==> src/rtl/gate_truth_checker_pkg.sv <==
// Shared definitions for the gate truth-table checker: FSM encoding and
// reference truth tables for common two-input gates.
package gate_truth_checker_pkg;

  typedef enum logic [1:0] {
    StIdle = 2'd0,
    StRun  = 2'd1,
    StDone = 2'd2
  } state_e;

  // Bit i is the gate output for input combination i.
  localparam logic [3:0] TtOr2  = 4'b1110;
  localparam logic [3:0] TtAnd2 = 4'b1000;
  localparam logic [3:0] TtXor2 = 4'b0110;

  // Counter width able to hold 0..n-1, never less than one bit.
  function automatic int unsigned cnt_width(input int unsigned n);
    return (n > 1) ? $clog2(n) : 1;
  endfunction

endpackage

==> src/rtl/gate_truth_checker_dwell_timer.sv <==
// Dwell counter: counts cycles within one held input combination and flags
// the final cycle, where the gate output gets sampled.
module gate_truth_checker_dwell_timer
  import gate_truth_checker_pkg::*;
#(
  parameter int unsigned DWELL = 10
) (
  input  logic clk,
  input  logic rst_n,
  input  logic clr,
  input  logic en,
  output logic last
);

  localparam int unsigned CntW = cnt_width(DWELL);
  localparam logic [CntW-1:0] CntMax = CntW'(DWELL - 1);

  logic [CntW-1:0] cnt_q, cnt_d;

  assign last = (cnt_q == CntMax);

  // Next count: clear wins, otherwise wrap after the last dwell cycle.
  always_comb begin
    cnt_d = cnt_q;
    if (clr) begin
      cnt_d = '0;
    end else if (en) begin
      cnt_d = last ? '0 : cnt_q + 1'b1;
    end
  end

  // Count register with synchronous active-low reset.
  always_ff @(posedge clk) begin
    if (!rst_n) begin
      cnt_q <= '0;
    end else begin
      cnt_q <= cnt_d;
    end
  end

endmodule

==> config.mk <==
export PLATFORM = sky130hd
export DESIGN_NAME = gate_truth_checker_dwell_timer
export DESIGN_NICKNAME = d
export VERILOG_FILES = /design/src/rtl/gate_truth_checker_pkg.sv /design/src/rtl/gate_truth_checker_dwell_timer.sv
export SDC_FILE = /design/constraint.sdc
export NUM_CORES = 1
export LEC_CHECK = 0
export BUFFER_PORTS_ARGS = -buffer_cell sky130_fd_sc_hd__buf_2
export CORE_AREA = 2 2 39 41
export CTS_BUF_LIST = sky130_fd_sc_hd__clkbuf_16
export DETAILED_ROUTE_END_ITERATION = 10
export DIE_AREA = 0 0 41 43
export PLACE_DENSITY = 0.36
export SLEW_MARGIN = 30
export SYNTH_ARGS = -nofsm -noshare
export SYNTH_HDL_FRONTEND = slang
export SYNTH_SLANG_ARGS = --single-unit
export TNS_END_PERCENT = 100
==> constraint.sdc <==
create_clock -name clk -period 1.8 [get_ports clk]
set_input_delay 0.09 -clock clk [delete_from_list [all_inputs] [get_ports clk]]
set_output_delay 0.09 -clock clk [all_outputs]
set_load 0.01 [all_outputs]
# Word level (Yosys, flattened, before mapping)
# Index checks and enable logic that the tools add are counted.
[word_totals] reg_bits=4 output_inout_bits=1 wordCells=6
[classes] n_addsub=1 eq_ne=1 muxes=1 bitwise_logic=1 reduce_logical=1
[ops] cell="$add A4 B1 Y4 const B" count=1
[ops] cell="$eq A4 B4 Y1 const B" count=1
[ops] cell="$mux W4" count=1
[ops] cell="$reduce_or A2 Y1" count=1
[ops] cell="$not A1 Y1" count=1

# Logic depth before layout (Yosys ltp)
# Gate-level depths: netlist of run 1.
[depth] ltp_word=2 mapped_depth=3 mapped_depth_nobuf=3

# Worst setup path after synthesis of run 1
# Ideal clock, no wire load.
[synth_timing] path_type="register to register" from="reg cnt_q[3]" to="reg cnt_q[1]" setup_ps=66 t_arrival_ps=885 setup_slack_ps=849 path_stages_with_launch=4 n_path_buf=0 cell_sequence="dfxtp_1 nor2b_2 or3_1 a21oi_2"
[synth_between] elab_chain_cells=2
[synth_lines] item="from (decl)" line_no="gate_truth_checker_dwell_timer.sv:18" rtl="logic [CntW-1:0] cnt_q, cnt_d;"
[synth_lines] item="from (signal assigned)" line_no="gate_truth_checker_dwell_timer.sv:37" rtl="cnt_q <= cnt_d;"
[synth_lines] item="$eq A4 B4 Y1" line_no="gate_truth_checker_dwell_timer.sv:20" rtl="assign last = (cnt_q == CntMax);"
[synth_lines] item="$mux W4" line_no="gate_truth_checker_dwell_timer.sv:28" rtl="cnt_d = last ? '0 : cnt_q + 1'b1;"
# No other way between the ends.
# A chain may end at the register's enable or synchronous reset.

# Worst setup path after layout of run 1
[layout_timing] from="reg cnt_q[3]" to="out last"
[layout_between] elab_chain_cells=1
[layout_lines] item="$eq A4 B4 Y1" line_no="gate_truth_checker_dwell_timer.sv:20"
[layout_lines] item="to (decl)" line_no="gate_truth_checker_dwell_timer.sv:12" rtl="output logic last"
# No other way between the ends.

==> qor.yml, run 1 <==
post_cts_resized: 0
r2r-start: "cnt_q[3]"
required_ps: 1710
ys_types: 15
numCtsBuffers: 3
seq_area_frac_synth_pct: 42.1
rsz0062_at_grt: "no"
status: "finished, final reports clean"
port-buffer-count: 4
grt_usage_pct: 5.43
hp-start: "en"
slowest_delay_ps: 310
setup_viol: 0
hold_viol_final: 0
cts_tree: "done"
synth-compound-area-share_pct: 12.5
hp-class: "in2reg"
pin_count: 5
synth_xor_area_share_pct: 9.21
place_inst: 41
synth_top_family_by_area: "simple AND/OR/NAND/NOR gates"
cts-root-buf: "clkbuf_16"
max_freq_mhz: 903
start_util_pct: 13.7
critPathMaxFanout: 3
grt.overflow.total: 0
clock-sinks: 4
die_x_um: 41
yosys_warnings: 0
fin_crit_sh_pct: 61.5
largest_reg_flops: 4
drtIter0Drc: 0
antenna_cells: 0
grt_max_degree: 7
path_clk_slew_ps: 30
core_um2: 1380
clock_latency_ps: 220
critical_path_arrival_ps: 1020
vdd_drop_max_mv: 0.497
antenna_found_initial: 0
drc_errors: 0
synth.avg_cell_area_um2: 9.06
grt_pass1_vias: 155
fin_skew_ps: 2.07
cts_max_level: 1
ctsHoldBuffers: 0
syn_area_um2: 190
stdcell_area_um2: 305
path_cells: "nor2b_2 -> and3b_2 -> buf_2"
setup.worst_path.start: "cnt_q[3]"
dieArea_um2: 1760
dpl_cell_area_um2: 230
final_util_pct: 22.1
synth-adder-area-share_pct: 0
final_cell_mix: "dfxtp_1 (4), buf_2 (4), clkbuf_16 (3)"
firstDrtPassIters: 1
drive_gt1_share_pct: 39.3
grt_pass1_wl_um: 614
fin_nets: 34
tightest_slew_ps: 175
min_period_ps: 1110
p_per_area_nw_per_um2: 1450
power_leakage_nw: 0.121
yosys.area_share.simple_pct: 36.2
ant_nets: 0
cts_setup_buffers: 0
cp_slowest_cell: "dfxtp_1"
reg_top3: "cnt_q x4"
slew_violations: 0
criticalPathCategory: "reg2out"
synthMuxAreaShare_pct: 0
syn_inst: 21
fp-row-count: 14
clockBufferDepth: 2
synth_seq_cells: 4
die_h_um: 43
instances_no_fill: 44
end_kind: "output pin"
post_drt_wl_per_cell_um: 8.14
top_register: "cnt_q"
num_vias: 160
area_growth_pct: 60.5
fin_tns_setup_ps: 0
slew_headroom_pct: 88.4
syn_nets: 25
cap_violations: 0
viasPerCell: 3.64
gp_congestion: 0.622
drt-total-wl_um: 358
start_kind: "flip-flop"
## critical path, delay by kind of cell, from the launching register on
family	cells	cell delay, ps
DFF	1	310
buffers and inverters	1	130
and+or+nand+nor	2	360
## final cells by class
cell class              instances  area, um^2
clock buffers                   3        75.1
fillers                       151        1080
multi-input cells              17         110
flip-flops and latches          4        80.1
well taps                      16        20.0
repair buffers                  4        20.0
## logic make-up (layout without fill, tap and decap cells)
kind of cell	after synthesis	count (layout)
AND/OR/NAND/NOR	11	11
flip-flops	4	4
buffers and inverters	0	7
AO/OA/AOI/OAI	4	4
XOR/XNOR	2	2
## report_power, final
| part | leakage, nW | switching, W | internal, W | total (W) |
|---|---|---|---|---|
| clock | 0.0370 | 0.0000566 | 0.000283 | 0.000340 |
| combinational | 0.0514 | 0.00000496 | 0.00000542 | 0.0000104 |
| sequential | 0.0324 | 0.00000200 | 0.0000909 | 0.0000929 |
| total | 0.121 | 0.0000636 | 0.000380 | 0.000443 |
## cells in the mapped netlist, drive strengths merged
library cell / instances / area (um^2)
dfxtp: 4 / 80.1
o21ai: 2 / 10.0
xnor2: 1 / 8.76
and3b: 1 / 10.0
and4b: 1 / 11.3
nor2: 2 / 7.51
a21oi: 2 / 13.8
nand2: 2 / 7.51
nand2b: 1 / 6.26
or3: 1 / 6.26
nand3: 1 / 5.00
nor2b: 2 / 15.0
xor2: 1 / 8.76
## per-stage QoR
stage / total power, W / setup slack, ps / hold WS (ps)
2_1_floorplan: 0.0000992 / 849 / 238
3_3_place_gp: 0.000104 / 809 / 390
3_5_place_dp: 0.000105 / 792 / 405
4_1_cts: 0.000451 / 679 / 183
5_1_grt: 0.000460 / 634 / 201
6_report: 0.000443 / 692 / 180
## path summary, 6_finish.rpt
check	end	slack (ps)	cells past startpoint
worst max register to register	cnt_q[1]	790	3
worst min register to register	cnt_q[3]	500	2
worst min-delay path	cnt_q[0]	180	3
worst max-delay path	last	690	3
## per-layer routing
layer | share of wire (%) | up-vias | wire length (um) | GRT usage, %
li1 | - | 87 | - | -
met1 | 50 | 68 | 178 | 7.42
met2 | 44 | 5 | 159 | 5.94
met3 | 5.6 | 0 | 20 | 1.57
met4 | 0 | 0 | 0 | 6.00
met5 | 0 | - | 0 | 0
No activity file was read; power rests on OpenSTA's default activity.
==> run 2, diff against run 1 <==
--- a/config.mk
+++ b/config.mk
@@ -10,7 +10,7 @@
 export CTS_BUF_LIST = sky130_fd_sc_hd__clkbuf_16
 export DETAILED_ROUTE_END_ITERATION = 10
 export DIE_AREA = 0 0 41 43
-export PLACE_DENSITY = 0.36
+export PLACE_DENSITY = 0.37
 export SLEW_MARGIN = 30
 export SYNTH_ARGS = -nofsm -noshare
 export SYNTH_HDL_FRONTEND = slang
==> constraint.sdc (replaced) <==
create_clock -name clk -period 0.9 [get_ports clk]
set_input_delay 0.045 -clock clk [delete_from_list [all_inputs] [get_ports clk]]
set_output_delay 0.045 -clock clk [all_outputs]
set_load 0.01 [all_outputs]
==> qor.yml, run 2 (same netlist as run 1, synthesis figures left out) <==
status: "finished with violations"
violations: "negative setup slack"
viasPerCell: 3.71
power_w: 0.000904
cap_violations: 0
multiInputGateArea_um2: 118
ctsHoldBuffers: 0
tightest_slew_ps: 195
fin_skew_ps: 0.875
gp_congestion: 0.716
setup_ws_ps: -135
instances_no_fill: 49
antenna_found_initial: 0
die_h_um: 43
end_kind: "flip-flop"
r2r-end: "cnt_q[1]"
cts-root-buf: "clkbuf_16"
die_x_um: 41
area_growth_pct: 91.4
topRoutingLayerUsed: "met3"
setup_viol: 4
power.share.sequential_pct: 20.5
r2r_cells: 4
pin_count: 5
grt_max_degree: 7
clock-sinks: 4
layout_commonest_cell: "buf_4"
p_per_area_nw_per_um2: 2480
top_register: "cnt_q"
dp_slack_ps: -47.7
cts_max_level: 1
min_period_ps: 1030
hp-start: "en"
num_vias: 182
start_kind: "flip-flop"
drc_errors: 0
numCtsBuffers: 3
largest_reg_flops: 4
clockBufferDepth: 2
worstHoldEndpoint: "cnt_q[0]"
start_util_pct: 13.7
m1WireLength_um: 190
grt_pass1_wl_um: 841
fill_cells: 152
vdd_drop_max_mv: 1.27
ant_nets: 0
criticalPathCategory: "reg2reg"
slew_violations: 0
drive_gt1_share_pct: 60.6
power_leakage_nw: 0.148
hold_viol_final: 0
pwr-share-comb_pct: 4.3
post_drt_wl_per_cell_um: 9.04
clkPwrFrac_pct: 75.2
grt_pass1_vias: 208
regArea_um2: 83.8
slew_headroom_pct: 87.0
grt.overflow.total: 0
clock_latency_ps: 220
path_clk_slew_ps: 30
hold_slack_ps: 136
fin_nets: 39
fin_crit_sh_pct: 115
r2r_slack_ps: -130
port-buffer-count: 4
drtIter0Drc: 1
rsz0062_at_grt: "yes"
critPathMaxFanout: 3
reg_top3: "cnt_q x4"
max_freq_mhz: 967
required_ps: 1060
cts_tree: "done"
firstDrtPassIters: 2
drt-total-wl_um: 443
grt_usage_pct: 7.73
r2r-start: "cnt_q[0]"
switchingPower_w: 0.000132
antenna_cells: 0
wl_met3_um: 24
dieArea_um2: 1760
fp-row-count: 14
core_um2: 1380
place_inst: 44
hold_depth: 3
swShare_pct: 14.7
critical_path_arrival_ps: 1190
met2_length_um: 229
final_util_pct: 26.3
final_cell_mix: "buf_4 (4), clkbuf_16 (3), dfxtp_2 (3), buf_2 (3)"
hp-class: "in2reg"
p_int_w: 0.000771
run 2: metal layers:
layer / vias to the layer above / track usage [%]
li1: 96 / -
met1: 81 / 7.72
met2: 5 / 10.9
met3: 0 / 3.14
met4: 0 / 8.00
met5: - / 0
run 2: timing repair:
item                       in CTS  in global routing
buffers inserted                2                  0
gates resized for setup         5                  1
setup endpoints to repair       3                  4
pin swaps                       2                  0
cloned                          0                  0
run 2: final cells by class:
cell class                      instances  share of cell area (%)
Multi-Input combinational cell         17                    32.3
Sequential cell                         4                    23.0
Clock buffer                            3                    20.6
Timing Repair Buffer                    9                    18.6
Tap cell                               16                    5.50
run 2: power groups by stage:
stage	combinational, W	sequential, W	clock (W)
after floorplan	0.0000119	0.000188	0
after global placement	0.0000294	0.000188	0
after detailed placement	0.0000289	0.000187	0
after CTS	0.0000372	0.000185	0.000696
after global routing	0.0000423	0.000185	0.000720
final	0.0000390	0.000185	0.000679
run 2: stage by stage:
stage | TNS, ps | cell area [um^2]
2_1_floorplan | -16.9 | 194
3_3_place_gp | -37.5 | 256
3_5_place_dp | -47.7 | 256
4_1_cts | -347 | 364
5_1_grt | -621 | 364
6_report | -353 | 364
run 2: how the worst max path moves through the flow:
stage | from | endpoint | cells after the start
6_report | cnt_q[0] | cnt_q[1] | 4
3_5_place_dp | cnt_q[3] | cnt_q[1] | 3
3_3_place_gp | cnt_q[3] | cnt_q[1] | 3
5_1_grt | cnt_q[0] | cnt_q[1] | 4
4_1_cts | cnt_q[3] | last | 3
2_1_floorplan | cnt_q[0] | cnt_q[1] | 3
run 2: worst max-delay path: stages (launching register included):
cell and delay [ps]:
dfxtp_2 330, buf_4 110, nand2_2 50, or3_1 360, a21oi_2 110
==> run 3, diff against run 2 <==
--- a/config.mk
+++ b/config.mk
@@ -5,12 +5,13 @@
 export SDC_FILE = /design/constraint.sdc
 export NUM_CORES = 1
 export LEC_CHECK = 0
+export ABC_AREA = 1
 export BUFFER_PORTS_ARGS = -buffer_cell sky130_fd_sc_hd__buf_2
-export CORE_AREA = 2 2 39 41
+export CORE_AREA = 3 3 40 42
 export CTS_BUF_LIST = sky130_fd_sc_hd__clkbuf_16
 export DETAILED_ROUTE_END_ITERATION = 10
-export DIE_AREA = 0 0 41 43
-export PLACE_DENSITY = 0.37
+export DIE_AREA = 0 0 43 45
+export PLACE_DENSITY = 0.38
 export SLEW_MARGIN = 30
 export SYNTH_ARGS = -nofsm -noshare
 export SYNTH_HDL_FRONTEND = slang
==> qor.yml, run 3 <==
status: "finished with violations"
violations: "negative setup slack"
fin_crit_sh_pct: 102
drive_gt1_share_pct: 55.8
synth_top_family_by_area: "simple AND/OR/NAND/NOR gates"
clock-sinks: 4
start_kind: "flip-flop"
synth-compound-area-share_pct: 8.98
fin_tns_setup_ps: -15.0
synth_edf_count: 0
synth_xor_area_share_pct: 0
critical_path_arrival_ps: 870
yosys_warnings: 0
dp_slack_ps: 15.1
yosysMostFrequentCell: "nand2_1"
num_vias: 224
fill_cells: 139
synthMuxAreaShare_pct: 0
fp-row-count: 13
dpl_cell_area_um2: 248
clkPwrFrac_pct: 76.1
setup_ws_ps: -15.0
reg_top3: "cnt_q x4"
criticalPathCategory: "reg2out"
synth_seq_cells: 4
die_x_um: 43
antenna_cells: 0
multiInputGateArea_um2: 106
dp_hpwl_um: 332
area_growth_pct: 74.9
slew_violations: 0
seq_area_frac_synth_pct: 38.3
synth-adder-area-share_pct: 0
pwr-share-comb_pct: 3.2
grt_usage_pct: 6.32
synth.avg_cell_area_um2: 6.53
ant_nets: 0
netlist.area_leader.share_pct: 38.3
firstDrtPassIters: 4
switchingPower_w: 0.000137
topRoutingLayerUsed: "met4"
syn_inst: 32
ctsHoldBuffers: 0
stdcell_area_um2: 365
grt_max_degree: 6
rsz0062_at_grt: "yes"
cts-root-buf: "clkbuf_16"
end_kind: "output pin"
cts_tree: "done"
grt_pass1_vias: 217
hold_viol_final: 0
final_cell_mix: "nor2_1 (5), nand2_1 (5)"
setup_viol: 1
hp-class: "in2reg"
syn_nets: 36
gp_congestion: 0.672
top_register: "cnt_q"
m1WireLength_um: 195
regArea_um2: 85.1
drtIter0Drc: 2
dieArea_um2: 1940
async_reset_ff_share_pct: 0
fin_skew_ps: 1.41
die_h_um: 45
wl_met3_um: 32
clockBufferDepth: 2
largest_reg_flops: 4
p_per_area_nw_per_um2: 2460
swShare_pct: 15.2
grt.overflow.total: 0
p_int_w: 0.000762
slew_headroom_pct: 83.5
required_ps: 850
fin_nets: 49
instances_no_fill: 58
max_freq_mhz: 1090
antenna_found_initial: 0
final_util_pct: 28.4
port-buffer-count: 4
vdd_drop_max_mv: 1.06
power_leakage_nw: 0.170
hold_depth: 4
start_util_pct: 16.3
yosys.area.top_type: "dfxtp_1"
drt-total-wl_um: 457
min_period_ps: 915
tightest_slew_ps: 246
met2_length_um: 209
grt_pass1_wl_um: 793
r2r_cells: 7
ys.flop_type: "dfxtp_1"
cts_max_level: 1
cap_violations: 0
synthTopCellsByArea: "dfxtp_1 (38%), nand2_1 (11%), inv_1 (9.0%)"
drc_errors: 0
post_drt_wl_per_cell_um: 7.88
critPathMaxFanout: 3
path_clk_slew_ps: 30
place_inst: 51
core_um2: 1280
synth_common_cells: "nand2_1 (6), inv_1 (5), nor2_1 (5)"
ys_types: 13
pin_count: 5
viasPerCell: 3.86
numCtsBuffers: 3
clock_latency_ps: 220
power.share.sequential_pct: 20.7
syn_area_um2: 209
yosys.area_share.simple_pct: 38.3
==> run 3: changes by cell type after synthesis, moves of 3 or more <==
cell	change
inv_1	+5
inv_2	+3
nand2_1	+4
nor2_1	+3
==> run 3: power groups by stage <==
stage          combinational, W  sequential [W]  clock [W]
2_1_floorplan         0.0000140        0.000186          0
3_3_place_gp          0.0000248        0.000187          0
3_5_place_dp          0.0000238        0.000187          0
4_1_cts               0.0000281        0.000185   0.000696
5_1_grt               0.0000322        0.000186   0.000716
6_report              0.0000288        0.000186   0.000684
==> run 3: critical path, stage by stage, from the launching register on <==
cell	delay, ps
dfxtp_2	340
inv_2	40
nor3_2	120
buf_2	140
==> run 3: kinds of logic after synthesis <==
group,Yosys count
compound gates,3
flops,4
buf+inv,8
simple gates,17
==> run 3: per-layer routing <==
layer / up-vias / track usage, %
met3: 4 / 3.98
met2: 7 / 8.68
met5: - / 0
li1: 118 / -
met4: 0 / 9.04
met1: 95 / 5.29
==> run 3: worst paths after layout <==
check | slack, ps | end | startpoint
setup / recovery | -10 | last | cnt_q[0]
hold reg to reg | 530 | cnt_q[1] | cnt_q[1]
hold / removal | 100 | cnt_q[3] | clr
setup reg to reg | 40 | cnt_q[3] | cnt_q[2]
==> run 3: area by class of cell <==
type | instances | area share (%)
sequential | 4 | 23.3
tap | 15 | 5.14
clock buffer | 3 | 20.5
timing repair buffer | 8 | 13.7
multi-input combinational | 20 | 29.1
inverter | 8 | 8.22
==> run 3: timing repair <==
item | CTS | global route
gates resized for setup | 6 | 1
pin swaps | 0 | 0
endpoints found under the setup margin | 1 | 3
setup buffers | 4 | 0
cloned | 0 | 0
==> run 3: through the flow <==
stage	total power [W]	hold WS (ps)
6_report	0.000899	105
5_1_grt	0.000934	127
4_1_cts	0.000909	108
3_5_place_dp	0.000211	344
3_3_place_gp	0.000212	355
2_1_floorplan	0.000200	209
